### config.mk
export PLATFORM = sky130hd
export DESIGN_NAME = rr_arb_pipeline_flat
export DESIGN_NICKNAME = d
export VERILOG_FILES = /design/src/rtl/rr_arb_pipeline_pkg.sv /design/src/rtl/rr_arb_pipeline_if.sv /design/src/rtl/rr_arb_pipeline_arbiter.sv /design/src/rtl/rr_arb_pipeline.sv /design/src/flat_wrapper.sv
export SDC_FILE = /design/constraint.sdc
export NUM_CORES = 1
export LEC_CHECK = 0
export CAP_MARGIN = 20
export CELL_PAD_IN_SITES_DETAIL_PLACEMENT = 1
export CELL_PAD_IN_SITES_GLOBAL_PLACEMENT = 1
export CORE_MARGIN = 2
export CORE_UTILIZATION = 37
export DETAILED_ROUTE_END_ITERATION = 12
export PLACE_DENSITY_LB_ADDON = 0.1
export SLEW_MARGIN = 20
export SYNTH_ARGS = -nofsm -noshare
export SYNTH_HDL_FRONTEND = slang
export SYNTH_SLANG_ARGS = --single-unit
### constraint.sdc
create_clock -name clk -period 3.6 [get_ports clk]
set_clock_uncertainty 0.15 [all_clocks]
set_input_delay 0.72 -clock clk [delete_from_list [all_inputs] [get_ports clk]]
set_output_delay 0.72 -clock clk [all_outputs]
set_load 0.05 [all_outputs]
### src/rtl/rr_arb_pipeline_pkg.sv
// Shared types and helpers for the round-robin arbitrated register pipeline.
// Stage record layout; a macro because package typedefs cannot take parameters.
`define RR_STAGE_T(CHW, W) struct packed { logic valid; logic [(CHW)-1:0] ch; logic [(W)-1:0] data; }

package rr_pipe_pkg;

   // Channel tag width; a single channel still carries a one-bit (always zero) tag.
   function automatic int ch_w(input int num_ch);
      return (num_ch > 1) ? $clog2(num_ch) : 1;
   endfunction

   // Pointer after an accept of channel g; an out-of-range g means no accept and ptr holds.
   function automatic int unsigned rr_next(input int unsigned ptr,
                                           input int unsigned g,
                                           input int unsigned num_ch);
      return (g < num_ch) ? ((g + 1) % num_ch) : ptr;
   endfunction

endpackage

### src/rtl/rr_arb_pipeline_if.sv
// Producer/consumer handshake bundle around the arbitrated pipeline.
interface rr_arb_pipeline_if #(
   parameter int NUM_CH = 4,
   parameter int WIDTH  = 8,
   parameter int DEPTH  = 3
);
   localparam int CH_W  = rr_pipe_pkg::ch_w(NUM_CH);
   localparam int OCC_W = $clog2(DEPTH + 1);

   logic [NUM_CH-1:0]       in_valid;
   logic [NUM_CH-1:0]       in_ready;
   logic [NUM_CH*WIDTH-1:0] in_data;
   logic                    out_valid;
   logic                    out_ready;
   logic [WIDTH-1:0]        out_data;
   logic [CH_W-1:0]         out_ch;
   logic [OCC_W-1:0]        occupancy;

   modport slave (
      input  in_valid, in_data, out_ready,
      output in_ready, out_valid, out_data, out_ch, occupancy
   );

   modport master (
      output in_valid, in_data, out_ready,
      input  in_ready, out_valid, out_data, out_ch, occupancy
   );
endinterface

### src/rtl/rr_arb_pipeline_arbiter.sv
// Combinational round-robin arbiter: first requester at or after ptr, wrapping modulo NUM_CH.
module rr_arbiter
   import rr_pipe_pkg::*;
#(
   parameter  int NUM_CH = 4,
   localparam int CH_W   = ch_w(NUM_CH)
) (
   input  logic [NUM_CH-1:0] req_i,
   input  logic [CH_W-1:0]   ptr_i,
   output logic [NUM_CH-1:0] gnt_o,
   output logic [CH_W-1:0]   idx_o,
   output logic              any_o
);

   always_comb begin
      int cand;
      gnt_o = '0;
      idx_o = '0;
      any_o = 1'b0;
      cand  = 0;
      for (int k = 0; k < NUM_CH; k++) begin
         cand = int'((32'(ptr_i) + 32'(k)) % 32'(NUM_CH));
         if (!any_o && req_i[cand]) begin
            any_o       = 1'b1;
            gnt_o[cand] = 1'b1;
            idx_o       = CH_W'(cand);
         end
      end
   end

endmodule

### src/rtl/rr_arb_pipeline.sv
// Round-robin arbitrated register pipeline: NUM_CH producers share one DEPTH-stage valid/ready pipe.
module rr_arb_pipeline
   import rr_pipe_pkg::*;
#(
   parameter int NUM_CH = 4,
   parameter int WIDTH  = 8,
   parameter int DEPTH  = 3
) (
   input logic              clk,
   input logic              rst,
   rr_arb_pipeline_if.slave bus
);

   localparam int CH_W  = ch_w(NUM_CH);
   localparam int OCC_W = $clog2(DEPTH + 1);

   typedef `RR_STAGE_T(CH_W, WIDTH) stage_t;

   logic [CH_W-1:0]   ptr_q, ptr_d;
   logic [OCC_W-1:0]  occ_q, occ_d;
   logic [NUM_CH-1:0] gnt;
   logic [CH_W-1:0]   gidx;
   logic              any_req;
   logic              accept;
   logic [DEPTH-1:0]  vld_q;
   logic [DEPTH-1:0]  vld_d;
   logic [DEPTH-1:0]  adv;
   stage_t            in_beat;
   stage_t            stage_q [DEPTH];

   rr_arbiter #(.NUM_CH(NUM_CH)) u_arb (
      .req_i (bus.in_valid),
      .ptr_i (ptr_q),
      .gnt_o (gnt),
      .idx_o (gidx),
      .any_o (any_req)
   );

   // rst gates the grant so nothing is offered a ready while the block is held in reset.
   assign accept       = any_req & adv[0] & rst;
   assign bus.in_ready = gnt & {NUM_CH{adv[0] & rst}};

   always_comb begin
      in_beat       = '0;
      in_beat.valid = accept;
      in_beat.ch    = gidx;
      in_beat.data  = bus.in_data[32'(gidx)*WIDTH +: WIDTH];
   end

   assign ptr_d = CH_W'(rr_next(32'(ptr_q), accept ? 32'(gidx) : 32'(NUM_CH), 32'(NUM_CH)));
   assign occ_d = OCC_W'($countones(vld_d));

   for (genvar gi = 0; gi < DEPTH; gi++) begin : g_stage
      stage_t src;
      stage_t st_d;
      stage_t st_q;

      if (gi == 0) begin : g_head
         assign src = in_beat;
      end else begin : g_body
         assign src = stage_q[gi-1];
      end

      // Flattened stall chain: a stage moves unless it and every stage after it are full and stalled.
      assign adv[gi] = bus.out_ready | ~(&vld_q[DEPTH-1:gi]);

      // Tag and data only follow valid beats, so an emptied stage keeps its last contents.
      always_comb begin
         st_d = st_q;
         if (adv[gi]) begin
            st_d.valid = src.valid;
            if (src.valid) begin
               st_d.ch   = src.ch;
               st_d.data = src.data;
            end
         end
      end

      always_ff @(posedge clk or negedge rst) begin
         if (!rst) begin
            st_q <= '0;
         end else begin
            st_q <= st_d;
         end
      end

      assign stage_q[gi] = st_q;
      assign vld_q[gi]   = st_q.valid;
      assign vld_d[gi]   = st_d.valid;
   end

   always_ff @(posedge clk or negedge rst) begin
      if (!rst) begin
         ptr_q <= '0;
         occ_q <= '0;
      end else begin
         ptr_q <= ptr_d;
         occ_q <= occ_d;
      end
   end

   assign bus.out_valid = stage_q[DEPTH-1].valid;
   assign bus.out_data  = stage_q[DEPTH-1].data;
   assign bus.out_ch    = stage_q[DEPTH-1].ch;
   assign bus.occupancy = occ_q;

   a_ready_onehot: assert property (@(posedge clk) disable iff (!rst)
      $onehot0(bus.in_ready));

   a_out_stable: assert property (@(posedge clk) disable iff (!rst)
      (bus.out_valid && !bus.out_ready) |=>
         (bus.out_valid && $stable(bus.out_data) && $stable(bus.out_ch)));

endmodule

### src/flat_wrapper.sv
// flat-port wrapper written by rule: the top's interface ports become plain ports
module rr_arb_pipeline_flat import rr_pipe_pkg::*;
#(
   parameter int NUM_CH = 4,
   parameter int WIDTH  = 8,
   parameter int DEPTH  = 3
)
  (clk, rst, bus_in_valid, bus_in_data, bus_out_ready, bus_in_ready, bus_out_valid, bus_out_data, bus_out_ch, bus_occupancy);
  rr_arb_pipeline_if #(.NUM_CH(NUM_CH), .WIDTH(WIDTH), .DEPTH(DEPTH)) bus_i ();
  input logic clk;
  input logic rst;
  input wire logic [$bits(bus_i.in_valid)-1:0] bus_in_valid;
  input wire logic [$bits(bus_i.in_data)-1:0] bus_in_data;
  input wire logic [$bits(bus_i.out_ready)-1:0] bus_out_ready;
  output wire logic [$bits(bus_i.in_ready)-1:0] bus_in_ready;
  output wire logic [$bits(bus_i.out_valid)-1:0] bus_out_valid;
  output wire logic [$bits(bus_i.out_data)-1:0] bus_out_data;
  output wire logic [$bits(bus_i.out_ch)-1:0] bus_out_ch;
  output wire logic [$bits(bus_i.occupancy)-1:0] bus_occupancy;
  assign bus_i.in_valid = bus_in_valid;
  assign bus_i.in_data = bus_in_data;
  assign bus_i.out_ready = bus_out_ready;
  assign bus_in_ready = bus_i.in_ready;
  assign bus_out_valid = bus_i.out_valid;
  assign bus_out_data = bus_i.out_data;
  assign bus_out_ch = bus_i.out_ch;
  assign bus_occupancy = bus_i.occupancy;
  rr_arb_pipeline #(.NUM_CH(NUM_CH), .WIDTH(WIDTH), .DEPTH(DEPTH)) u_core (.clk(clk), .rst(rst), .bus(bus_i));
endmodule
* Word-level counts from Yosys, hierarchy flattened
Cells that the tools add are included.
** Storage, ports and cells
- Bits in registers :: 37
- Input bits :: 39
- Output and inout port bits :: 17
- Word-level logic and storage cells :: 90
** Operators by class
- $add $sub $neg :: 6
- Order comparisons :: 9
- Shift-type cells :: 1
- Mux-type cells :: 35
- Bitwise logic cells :: 13
- Reduce and logical (&&, ||, !) cells :: 15
** Operator list (count)
- 11-bit two-way mux :: 3
- 32-bit by 6-bit variable part select with 8-bit output :: 1
- 10-bit two-way mux :: 3
- 4-bit two-way mux :: 4
- 2-bit by 3-bit < comparator with 1-bit output, second input constant :: 4
- 1-bit two-way mux :: 12
- 4-bit OR :: 3
- 1-bit binary-select mux with 2-bit select :: 4
- 1-bit demux with 2-bit select :: 4
- 2-bit by 1-bit greater-or-equal comparator with 1-bit output, second input constant :: 4
- 2-bit two-way mux :: 4
- 2-bit AND reduction :: 4
- 1-bit logical AND :: 7
- 2-bit by 1-bit adder with 2-bit output, second input constant :: 2
- 2-bit adder, second input constant :: 2
- 4-bit AND :: 1
- 1-bit AND :: 3
- 1-bit logical NOT :: 3
- 3-bit < comparator, second input constant :: 1
- 3-bit two-way mux :: 1
- 1-bit inverter :: 3
- 1-bit OR :: 3
- 3-bit AND reduction :: 1
- 1-bit by 1-bit adder with 2-bit output :: 1
- 2-bit by 1-bit adder with 2-bit output :: 1

* Depth between registers and ports, before layout
Gate-level depths: netlist (run 1).
- Word-level depth :: 18
- Depth in mapped cells :: 11
- Mapped depth without buffers :: 8

* Modules after synthesis
Synthesis (run 1) repeated with hierarchy kept, for this count alone.
** Unflattened totals
- Cell total of the unflattened synthesis :: 147
- Area, all modules :: 2064.5 um^2
** Modules (own cells, without submodules)
- rr_arb_pipeline :: times used 1, cells an instance 102, area each 1645.3 um^2, sequential area each 925.9 um^2
- rr_arbiter :: times used 1, cells an instance 45, area each 419.2 um^2, sequential area each 0.0 um^2

* Worst setup path after synthesis (run 1)
Ideal clock, no wire load.
- Path type :: input -> output
- From :: input port bus_in_valid[0]
- To :: output port bus_in_ready[0]
- Arrival :: 2549 ps
- Data required time :: 2730 ps
- Setup slack :: 181 ps
- Stages :: 7
- Buffers on the path :: 1
- Path through :: buf_2 > or3b_2 > a21oi_1 > a31oi_1 > o21ai_0 > a221oi_1 > nor2_1
** Between the ends
- Cells in the longest elaborated chain, start to end :: 13
- Elaborated cells on any way between the ends :: 25
- Classes of those cells :: mux: 15; bitwise: 4; reduce/logical: 6
** RTL lines
- start, declared :: RTL line flat_wrapper.sv:12 : input wire logic [$bits(bus_i.in_valid)-1:0] bus_in_valid;
- 1-bit binary-select mux with 2-bit select :: RTL line rr_arb_pipeline_arbiter.sv:23 : if (!any_o && req_i[cand]) begin
- 1-bit two-way mux (not written as such) :: RTL line rr_arb_pipeline_arbiter.sv:23
- 1-bit two-way mux :: RTL line rr_arb_pipeline_arbiter.sv:23
- 1-bit logical NOT :: RTL line rr_arb_pipeline_arbiter.sv:23
- 1-bit logical AND :: RTL line rr_arb_pipeline_arbiter.sv:23
- 1-bit two-way mux :: RTL line rr_arb_pipeline_arbiter.sv:23
- 1-bit logical NOT :: RTL line rr_arb_pipeline_arbiter.sv:23
- 1-bit logical AND :: RTL line rr_arb_pipeline_arbiter.sv:23
- 1-bit two-way mux :: RTL line rr_arb_pipeline_arbiter.sv:23
- 1-bit logical NOT :: RTL line rr_arb_pipeline_arbiter.sv:23
- 1-bit logical AND :: RTL line rr_arb_pipeline_arbiter.sv:23
- 4-bit two-way mux (*) :: RTL line rr_arb_pipeline_arbiter.sv:23
- 4-bit AND (*) :: RTL line rr_arb_pipeline.sv:41 : assign bus.in_ready = gnt & {NUM_CH{adv[0] & rst}};
- end, declared :: RTL line flat_wrapper.sv:15 : output wire logic [$bits(bus_i.in_ready)-1:0] bus_in_ready;
Every way passes the cells marked *; elsewhere a longest branch is shown, timed or not. The select of a mux whose other input is x is not followed.

* Final worst setup path (run 1)
- From :: input port bus_in_valid[3]
- To :: output port bus_in_ready[0]
The elaborated chain is that of the path after synthesis.

==> out/qor.csv, run 1 <==
metric,value,unit
startpoint_type,input port,
crit_fanout,5,
post-dp-hpwl,4120,um
syn_nets,230,
critPathKind,in2out,
max_clock_freq,288,MHz
drt_first_pass_iters,3,
netlist_instances,183,
num_rows,27,
fp.coreArea,0.00547,sq mm
drc_errors,0,
grt_pass1_wl,8690,um
async_reset_ff_share,100,%
avgSynthCellArea,11.4,sq um
grt_pass1_vias,1789,
antenna_found_initial,0,
die_h,79.0,um
p_per_area,883,mW/mm^2
clock-sinks,37,
ir_drop,0.412,mV
dr_total_vias,1712,
drtIter0Drc,44,
pin_count,56,
relSlewSlack,61.2,%
port_buffers,55,
die_area,0.00624,sq mm
top_layer,met4,
cts_made_buffers,5,
clk_latency,0.28,ns
dr_wl_met2,2640,um
power,0.00253,W
wl_per_cell,16.8,um
yosysSeqAreaShare,44.5,%
gp_congestion,0.931,
p_leak,1.21,nW
grt_usage,17.9,%
met3WireLength,179,um
fin_crit,3.47,ns
syn_area,0.00208,sq mm
cts_max_path_buffers,2,
dp_slack,-0.0511,ns
num_antenna_cells,0,
critPathArrivalTime,2.60,ns
totalWireLength,5390,um
end_kind,primary output,
drv_cap,0,
final.period_utilization,96.4,%
hold_viol_final,0,
finalMaxSlewViolations,0,
hold_path.class,in2async,
rsz0062_at_grt,false,
grt_overflow_total,0,
tightest_slew,0.580,ns
ys_ff_latch,37,
outcome,completed,
grt_start_max_net_pins,34,
yosys.area.top_type,dfrtp_1,
htreeDepth,2,
root_buffer,clkbuf_8,
synth_area_leaders,"dfrtp_1 (44%), mux2_2 (12%), a221oi_1 (5.1%)",
fillCellCount,610,
ys.flop_type,dfrtp_1,
cts_tree,built,
syn2layout_area_growth,37.8,%
yosys.cell_count.top_type,dfrtp_1,
nets,295,
ant_nets,0,
start_util,38.0,%
drive_above_1_share,22.6,%
wl_met1,2490,um
yosys_warnings,0,
ys_top_cells_by_count,"dfrtp_1 (37), mux2_2 (22), nor2_1 (21)",
dp.cells,312,
cp.required,2.73,ns
dieWidth,79.0,um
synth_cell_types,37,
via_per_inst,5.35,
final_cells,320,
setup_violations,0,
finalWorstSetupSlack,0.130,ns
fin_util,52.4,%
path_clk_slew,0.07,ns
synth_top_area_share,44.5,%
synth-edff-count,0,
==> worst max-delay path: stages <==
cell	delay, ns
clkdlybuf4s50_1	0.48
mux4_2	0.58
nor2b_4	0.20
a22oi_1	0.09
nor2_1	0.12
a221oi_1	0.07
nor2_1	0.19
buf_12	0.17
==> layout make-up <==
| cell class | count | area [sq um] | share of cell area (%) |
|---|---|---|---|
| clock buffer | 7 | 86.3 | 3.01 |
| inverter | 7 | 26.3 | 0.917 |
| tap | 72 | 90.1 | 3.14 |
| sequential | 37 | 927 | 32.3 |
| multi-input combinational | 131 | 1070 | 37.3 |
| timing repair buffer | 66 | 668 | 23.3 |
==> through the flow <==
stage                     TNS [ns]  hold WS [ns]  area (sq um)
after floorplan                  0         0.274          2080
after global placement           0         0.323          2760
after detailed placement    -0.179         0.338          2760
after CTS                        0        0.0943          2840
after global routing             0        0.0974          2870
final                            0         0.101          2870
==> flip-flops by register name, summed over array words and instances (netlist names) <==
| name | count |
|---|---|
| u_core.bus.out_ch | 2 |
| u_core.bus.out_data | 8 |
| u_core.bus.out_valid | 1 |
| u_core.g_stage.st_q | 22 |
| u_core.ptr_q | 2 |
| u_core.bus.occupancy | 2 |
==> power by group <==
group,internal [W],switching [W]
clock network,0.000152,0.000132
registers,0.000612,0.000115
logic,0.000660,0.000861
==> layout by cell type, fill, tap and decap left out, drive strengths merged, types with 2 or more instances in the layout <==
cell type | synthesis | final
clkdlybuf4s50 | 0 | 47
dfrtp | 37 | 37
mux2 | 22 | 22
nor2 | 21 | 21
nand2 | 16 | 16
buf | 6 | 16
a221oi | 12 | 12
a31oi | 10 | 10
mux2i | 9 | 9
inv | 7 | 7
ha | 7 | 7
clkbuf | 2 | 7
nand2b | 5 | 5
a22oi | 4 | 4
a21oi | 3 | 3
mux4 | 3 | 3
a21o | 3 | 3
nor3 | 2 | 2
nand3b | 2 | 2
dlygate4sd2 | 0 | 2
nor2b | 2 | 2
o21ai | 2 | 2
==> routing by layer <==
layer / track usage [%] / vias up
met4: 6.21 / 0
met3: 2.61 / 7
met2: 30.4 / 37
li1: - / 803
met1: 23.5 / 865
met5: 0 / -
==> path summary, 6_finish.rpt <==
check | start | endpoint | slack [ns] | depth (start not counted)
max in group asynchronous | rst | u_core.bus.out_data[3]$_DFFE_PN0P_ | 2.57 | 2
min in group clk | u_core.g_stage[1].st_q[9]$_DFFE_PN0P_ | u_core.g_stage[1].st_q[9]$_DFFE_PN0P_ | 0.35 | 1
min | rst | u_core.ptr_q[1]$_DFFE_PN0N_ | 0.10 | 1
max | bus_in_valid[3] | bus_in_ready[0] | 0.13 | 8
min reg2reg | u_core.g_stage[1].st_q[9]$_DFFE_PN0P_ | u_core.g_stage[1].st_q[9]$_DFFE_PN0P_ | 0.35 | 1
max reg2reg | u_core.ptr_q[1]$_DFFE_PN0N_ | u_core.g_stage[0].st_q[1]$_DFFE_PN0P_ | 0.65 | 9
==> cell families (layout without fill, tap and decap cells) <==
family                     count (synthesis)  in the layout  synth area share (%)
and+or+nand+nor                           54             54                  13.3
DFF                                       37             37                  44.5
AOI/OAI and AO/OA                         35             35                  12.4
muxes                                     34             34                  19.8
buffers and inverters                     15             80                  4.69
adders and majority gates                  8              8                  5.17
==> timing repair <==
| item | CTS | global route |
|---|---|---|
| setup buffers | 0 | 1 |
| setup endpoints to repair | 4 | 4 |
| hold buffers | 0 | 0 |
| resized for setup | 5 | 5 |
| pin swaps | 1 | 1 |
Note: power is estimated with default switching activity, not from simulation.
==> run 2: changes to the inputs <==
--- a/config.mk
+++ b/config.mk
@@ -6,5 +6,5 @@
 export NUM_CORES = 1
 export LEC_CHECK = 0
-export CAP_MARGIN = 20
+export CAP_MARGIN = 10
 export CELL_PAD_IN_SITES_DETAIL_PLACEMENT = 1
 export CELL_PAD_IN_SITES_GLOBAL_PLACEMENT = 1
==> constraint.sdc (replaced) <==
create_clock -name clk -period 3.6 [get_ports clk]
set_clock_uncertainty 0.15 [all_clocks]
set_input_delay 0.9 -clock clk [delete_from_list [all_inputs] [get_ports clk]]
set_output_delay 0.9 -clock clk [all_outputs]
set_load 0.05 [all_outputs]
==> run 2 against run 1 <==
  * Wire length down 2.9%
  * Worst hold slack better by 0.25 ns
  * Flip-flop and latch count unchanged
  * Register-to-register slack about the same
  * Maximum frequency down 1.6%
  * First-iteration DRC count up 45%
==> out/qor.csv, run 2 (same netlist as run 1, synthesis figures left out) <==
metric,value,unit
hold_path_depth,2,
startpoint,bus_in_valid[2],
setup_violations,0,
critPathKind,in2out,
pin_count,56,
relSlewSlack,60.6,%
power.net_switching,0.00114,W
hold_start,u_core.g_stage[0].st_q[9]$_DFFE_PN0P_,
critPathArrivalTime,2.48,ns
dr_total_vias,1712,
largest-register,u_core.g_stage.st_q,
post-dp-hpwl,4200,um
drtIter0Drc,64,
root_buffer,clkbuf_8,
final_common_cell,clkdlybuf4s50_1,
final.period_utilization,98.0,%
power,0.00266,W
ir_drop,0.426,mV
drc_errors,0,
p_clk_share,13.7,%
fin_crit,3.53,ns
outcome,completed,
hold_path.class,reg2reg,
drv_cap,0,
die_area,0.00624,sq mm
gp_congestion,0.751,
start_util,38.0,%
hold_path_end,u_core.g_stage[0].st_q[9]$_DFFE_PN0P_,
grt_pass1_vias,1858,
port_buffers,55,
comb_power_share,59.3,%
path_clk_slew,0.06,ns
tightest_slew,0.586,ns
cp.required,2.55,ns
r2r-start,u_core.ptr_q[1]$_DFFE_PN0N_,
fillCellCount,596,
max_clock_freq,284,MHz
clock-sinks,37,
p_per_area,898,mW/mm^2
ant_nets,0,
drive_above_1_share,29.4,%
cts_made_buffers,5,
num_rows,27,
p_leak,1.25,nW
r2r_end,u_core.g_stage[0].st_q[6]$_DFFE_PN0P_,
grt_usage,17.9,%
post-cts-setup-buffers,0,
die_h,79.0,um
wl_per_cell,16.0,um
dieWidth,79.0,um
fp.coreArea,0.00547,sq mm
fin_setup_tns,0,ns
p_sw_share,42.7,%
grt_start_max_net_pins,38,
grt_pass1_wl,8790,um
cts_tree,built,
final_cell_mix,"clkdlybuf4s50_1 (46), dfrtp_1 (37), mux2_2 (22)",
syn2layout_area_growth,42.5,%
totalWireLength,5230,um
intPower,0.00152,W
drt_first_pass_iters,4,
cts_max_path_buffers,2,
grt_overflow_total,0,
largest_register_ffs,22,
r2r_cells,9,
rsz0062_at_grt,false,
clk_latency,0.28,ns
nets,301,
htreeDepth,2,
antenna_found_initial,0,
seq_power_share,27.0,%
via_per_inst,5.24,
hold_viol_final,0,
end_kind,primary output,
startpoint_type,input port,
num_antenna_cells,0,
crit_fanout,5,
finalMaxSlewViolations,0,
r2r_slack,0.65,ns
cts_hold_buf,0,
==> run 2: how the worst max path moves through the flow <==
stage	end	slack, ns	depth (start not counted)
floorplan	bus_in_ready[0]	0.03	7
global placement	bus_in_ready[2]	-0.26	7
detailed placement	bus_in_ready[2]	-0.36	7
CTS	bus_in_ready[2]	0.003	8
global route	bus_in_ready[2]	0.01	8
finish	bus_in_ready[2]	0.07	8
==> run 2: power by group through the flow <==
stage                     logic (W)  registers (W)  clock network (W)
after floorplan            0.000842       0.000939                  0
after global placement      0.00147       0.000712                  0
after detailed placement    0.00153       0.000731                  0
after CTS                   0.00158       0.000723           0.000376
after global routing        0.00169       0.000745           0.000397
final                       0.00158       0.000718           0.000365
==> run 2: worst max-delay path: stages <==
cell             delay [ns]
clkdlybuf4s15_1        0.21
mux4_2                 0.58
nor2b_4                0.20
a22oi_1                0.09
nor2_1                 0.13
a221oi_2               0.06
nor2_2                 0.15
buf_12                 0.15
==> run 2: cell type report <==
type	instances	area (sq um)	area share, %
multi-input combinational	131	1100	37.0
sequential	37	926	31.2
timing repair buffer	72	704	23.8
tap	72	90.1	3.04
clock buffer	6	82.6	2.79
clock inverter	2	37.5	1.27
inverter	7	26.3	0.886
==> run 2: per-layer routing <==
metal	GRT usage (%)	wire length, um
met1	22.3	2210
met2	31.0	2780
met3	3.07	154
met4	6.90	82
met5	0	0
==> run 2: what timing repair did <==
item | 4_1_cts | 5_1_grt
gates cloned | 0 | 0
pin swaps | 4 | 4
endpoints found under the setup margin | 4 | 4
gates resized for setup | 17 | 4
==> run 2: through the flow <==
stage	utilization [%]	cell area [sq um]	hold slack [ns]	setup slack (ns)	cells
3_3_place_gp	51.6	2820	0.316	-0.260	319
3_5_place_dp	51.6	2820	0.343	-0.364	319
4_1_cts	54.2	2970	0.361	0.00255	327
5_1_grt	54.2	2960	0.364	0.0112	327
2_1_floorplan	-	2090	0.293	0.0341	183
6_report	54.2	2960	0.351	0.0728	327
==> run 3: changes to the inputs <==
- CORE_UTILIZATION: 37 -> 34
- clock period: 3.6 -> 2.9 ns (I/O delays scaled with it)
==> run 3 against run 2 <==
  * The run now ends with setup timing left
  * Largest power group unchanged
  * Die area grew 8.4%
  * First-iteration DRC count shrank 23%
  * Wire length grew 14%
==> out/qor.csv, run 3 (same netlist as run 1, synthesis figures left out) <==
metric,value,unit
root_buffer,clkbuf_8,
wl_per_cell,17.0,um
post-dp-hpwl,4320,um
via_per_inst,5.15,
cts_made_buffers,5,
cts_max_path_buffers,2,
grt_usage,18.2,%
finalMaxSlewViolations,0,
p_sw_share,41.1,%
finalWorstSetupSlack,-0.265,ns
die_h,82.2,um
outcome,"complete, but fails checks",
intPower,0.00228,W
p_per_area,1180,mW/mm^2
grt_overflow_total,0,
drc_errors,0,
path_clk_slew,0.07,ns
pin_count,56,
final_common_cell,clkdlybuf4s50_1,
dr_total_vias,1796,
final_cell_mix,"clkdlybuf4s50_1 (46), dfrtp_1 (36), buf_4 (29)",
totalWireLength,5940,um
grt_pass1_vias,1916,
start_util,35.1,%
num_antenna_cells,0,
clock-sinks,37,
cp.required,2.03,ns
critPathArrivalTime,2.29,ns
p_clk_share,13.5,%
grt_start_max_net_pins,38,
cts_hold_buf,0,
comb_power_share,63.3,%
ir_drop,0.622,mV
drive_above_1_share,38.3,%
setup_violations,4,
drtIter0Drc,49,
end_kind,primary output,
port_buffers,55,
relSlewSlack,65.3,%
seq_power_share,23.2,%
ant_nets,0,
holdWs,0.342,ns
violations,setup timing,
clk_latency,0.28,ns
fillCellCount,620,
dieWidth,82.2,um
p_leak,1.38,nW
startpoint_type,flop,
nets,320,
fin_crit,3.17,ns
grt_pass1_wl,9220,um
cts_tree,built,
final.period_utilization,109,%
die_area,0.00676,sq mm
largest-register,u_core.g_stage.st_q,
tightest_slew,0.518,ns
antenna_found_initial,0,
rsz0062_at_grt,true,
drv_cap,0,
largest_register_ffs,22,
critPathKind,reg2out,
max_clock_freq,316,MHz
drt_first_pass_iters,4,
fp.coreArea,0.00592,sq mm
fin_setup_tns,-1.00,ns
hold_path.class,reg2reg,
num_rows,28,
hold_viol_final,0,
syn2layout_area_growth,58.3,%
htreeDepth,2,
gp_congestion,0.830,
crit_fanout,5,
power.net_switching,0.00159,W
dp_slack,-0.618,ns
## run 3: changes by cell type in the layout (fill, tap and decap cells not counted), sizes merged
cell / delta
clkinvlp: -1
clkbuf: -3
buf: +23
bufinv: +1
clkinv: +1
clkdlybuf4s15: -2
## run 3: cell type report
cell class,instances,area [sq um],share of cell area [%]
Sequential cell,37,927,28.1
Tap cell,75,93.8,2.85
Inverter,7,26.3,0.798
Clock buffer,5,68.8,2.09
Multi-Input combinational cell,131,1210,36.7
Timing Repair Buffer,91,906,27.5
Clock inverter,3,65.1,1.97
## run 3: power groups by stage
stage                     sequential [W]  combinational (W)  clock, W
after detailed placement        0.000909            0.00213         0
after CTS                       0.000901            0.00229  0.000537
after global placement          0.000894            0.00207         0
after global routing            0.000926            0.00261  0.000553
final                           0.000899            0.00245  0.000523
after floorplan                  0.00117            0.00115         0
## run 3: worst paths after layout
path	end	slack, ns	start	cells past startpoint
setup / recovery	bus_in_ready[3]	-0.27	u_core.ptr_q[0]$_DFFE_PN0N_	9
hold / removal	u_core.g_stage[0].st_q[9]$_DFFE_PN0P_	0.34	u_core.g_stage[0].st_q[9]$_DFFE_PN0P_	2
setup reg to reg	u_core.g_stage[0].st_q[1]$_DFFE_PN0P_	0.18	u_core.ptr_q[0]$_DFFE_PN0N_	9
hold reg to reg	u_core.g_stage[0].st_q[9]$_DFFE_PN0P_	0.34	u_core.g_stage[0].st_q[9]$_DFFE_PN0P_	2
max in group asynchronous	u_core.ptr_q[0]$_DFFE_PN0N_	1.88	rst	2
min in group asynchronous	u_core.bus.out_valid$_DFF_PN0_	0.38	rst	2
## run 3: layer usage
layer / track usage, % / part of all wire, % / wire length [um]
met5: 0 / 0 / 0
met4: 7.00 / 1.3 / 78
met3: 2.50 / 2.5 / 150
met2: 32.2 / 55 / 3280
met1: 22.2 / 41 / 2430
## run 3: what timing repair did
action,in CTS,in global routing
buffers inserted,4,6
setup endpoints to repair,15,4
gates resized for setup,28,5
pin swaps,9,6
endpoints found under the hold margin,0,0
## run 3: worst max-delay path, stage by stage (launching register included)
cell and delay [ns]:
dfrtp_2 0.41, inv_2 0.07, ha_4 0.28, mux4_2 0.41
buf_6 0.16, a22oi_2 0.16, nor2_2 0.07, a221oi_4 0.23
nor2_4 0.06, buf_12 0.15
## run 3: stage by stage
| stage | cell area [sq um] | cells | utilization [%] | total power, W |
|---|---|---|---|---|
| global placement | 2990 | 331 | 50.5 | 0.00296 |
| finish | 3290 | 349 | 55.6 | 0.00388 |
| detailed placement | 2990 | 331 | 50.5 | 0.00304 |
| global route | 3290 | 349 | 55.6 | 0.00409 |
| CTS | 3200 | 343 | 54.1 | 0.00373 |
| floorplan | 2170 | 183 | - | 0.00231 |
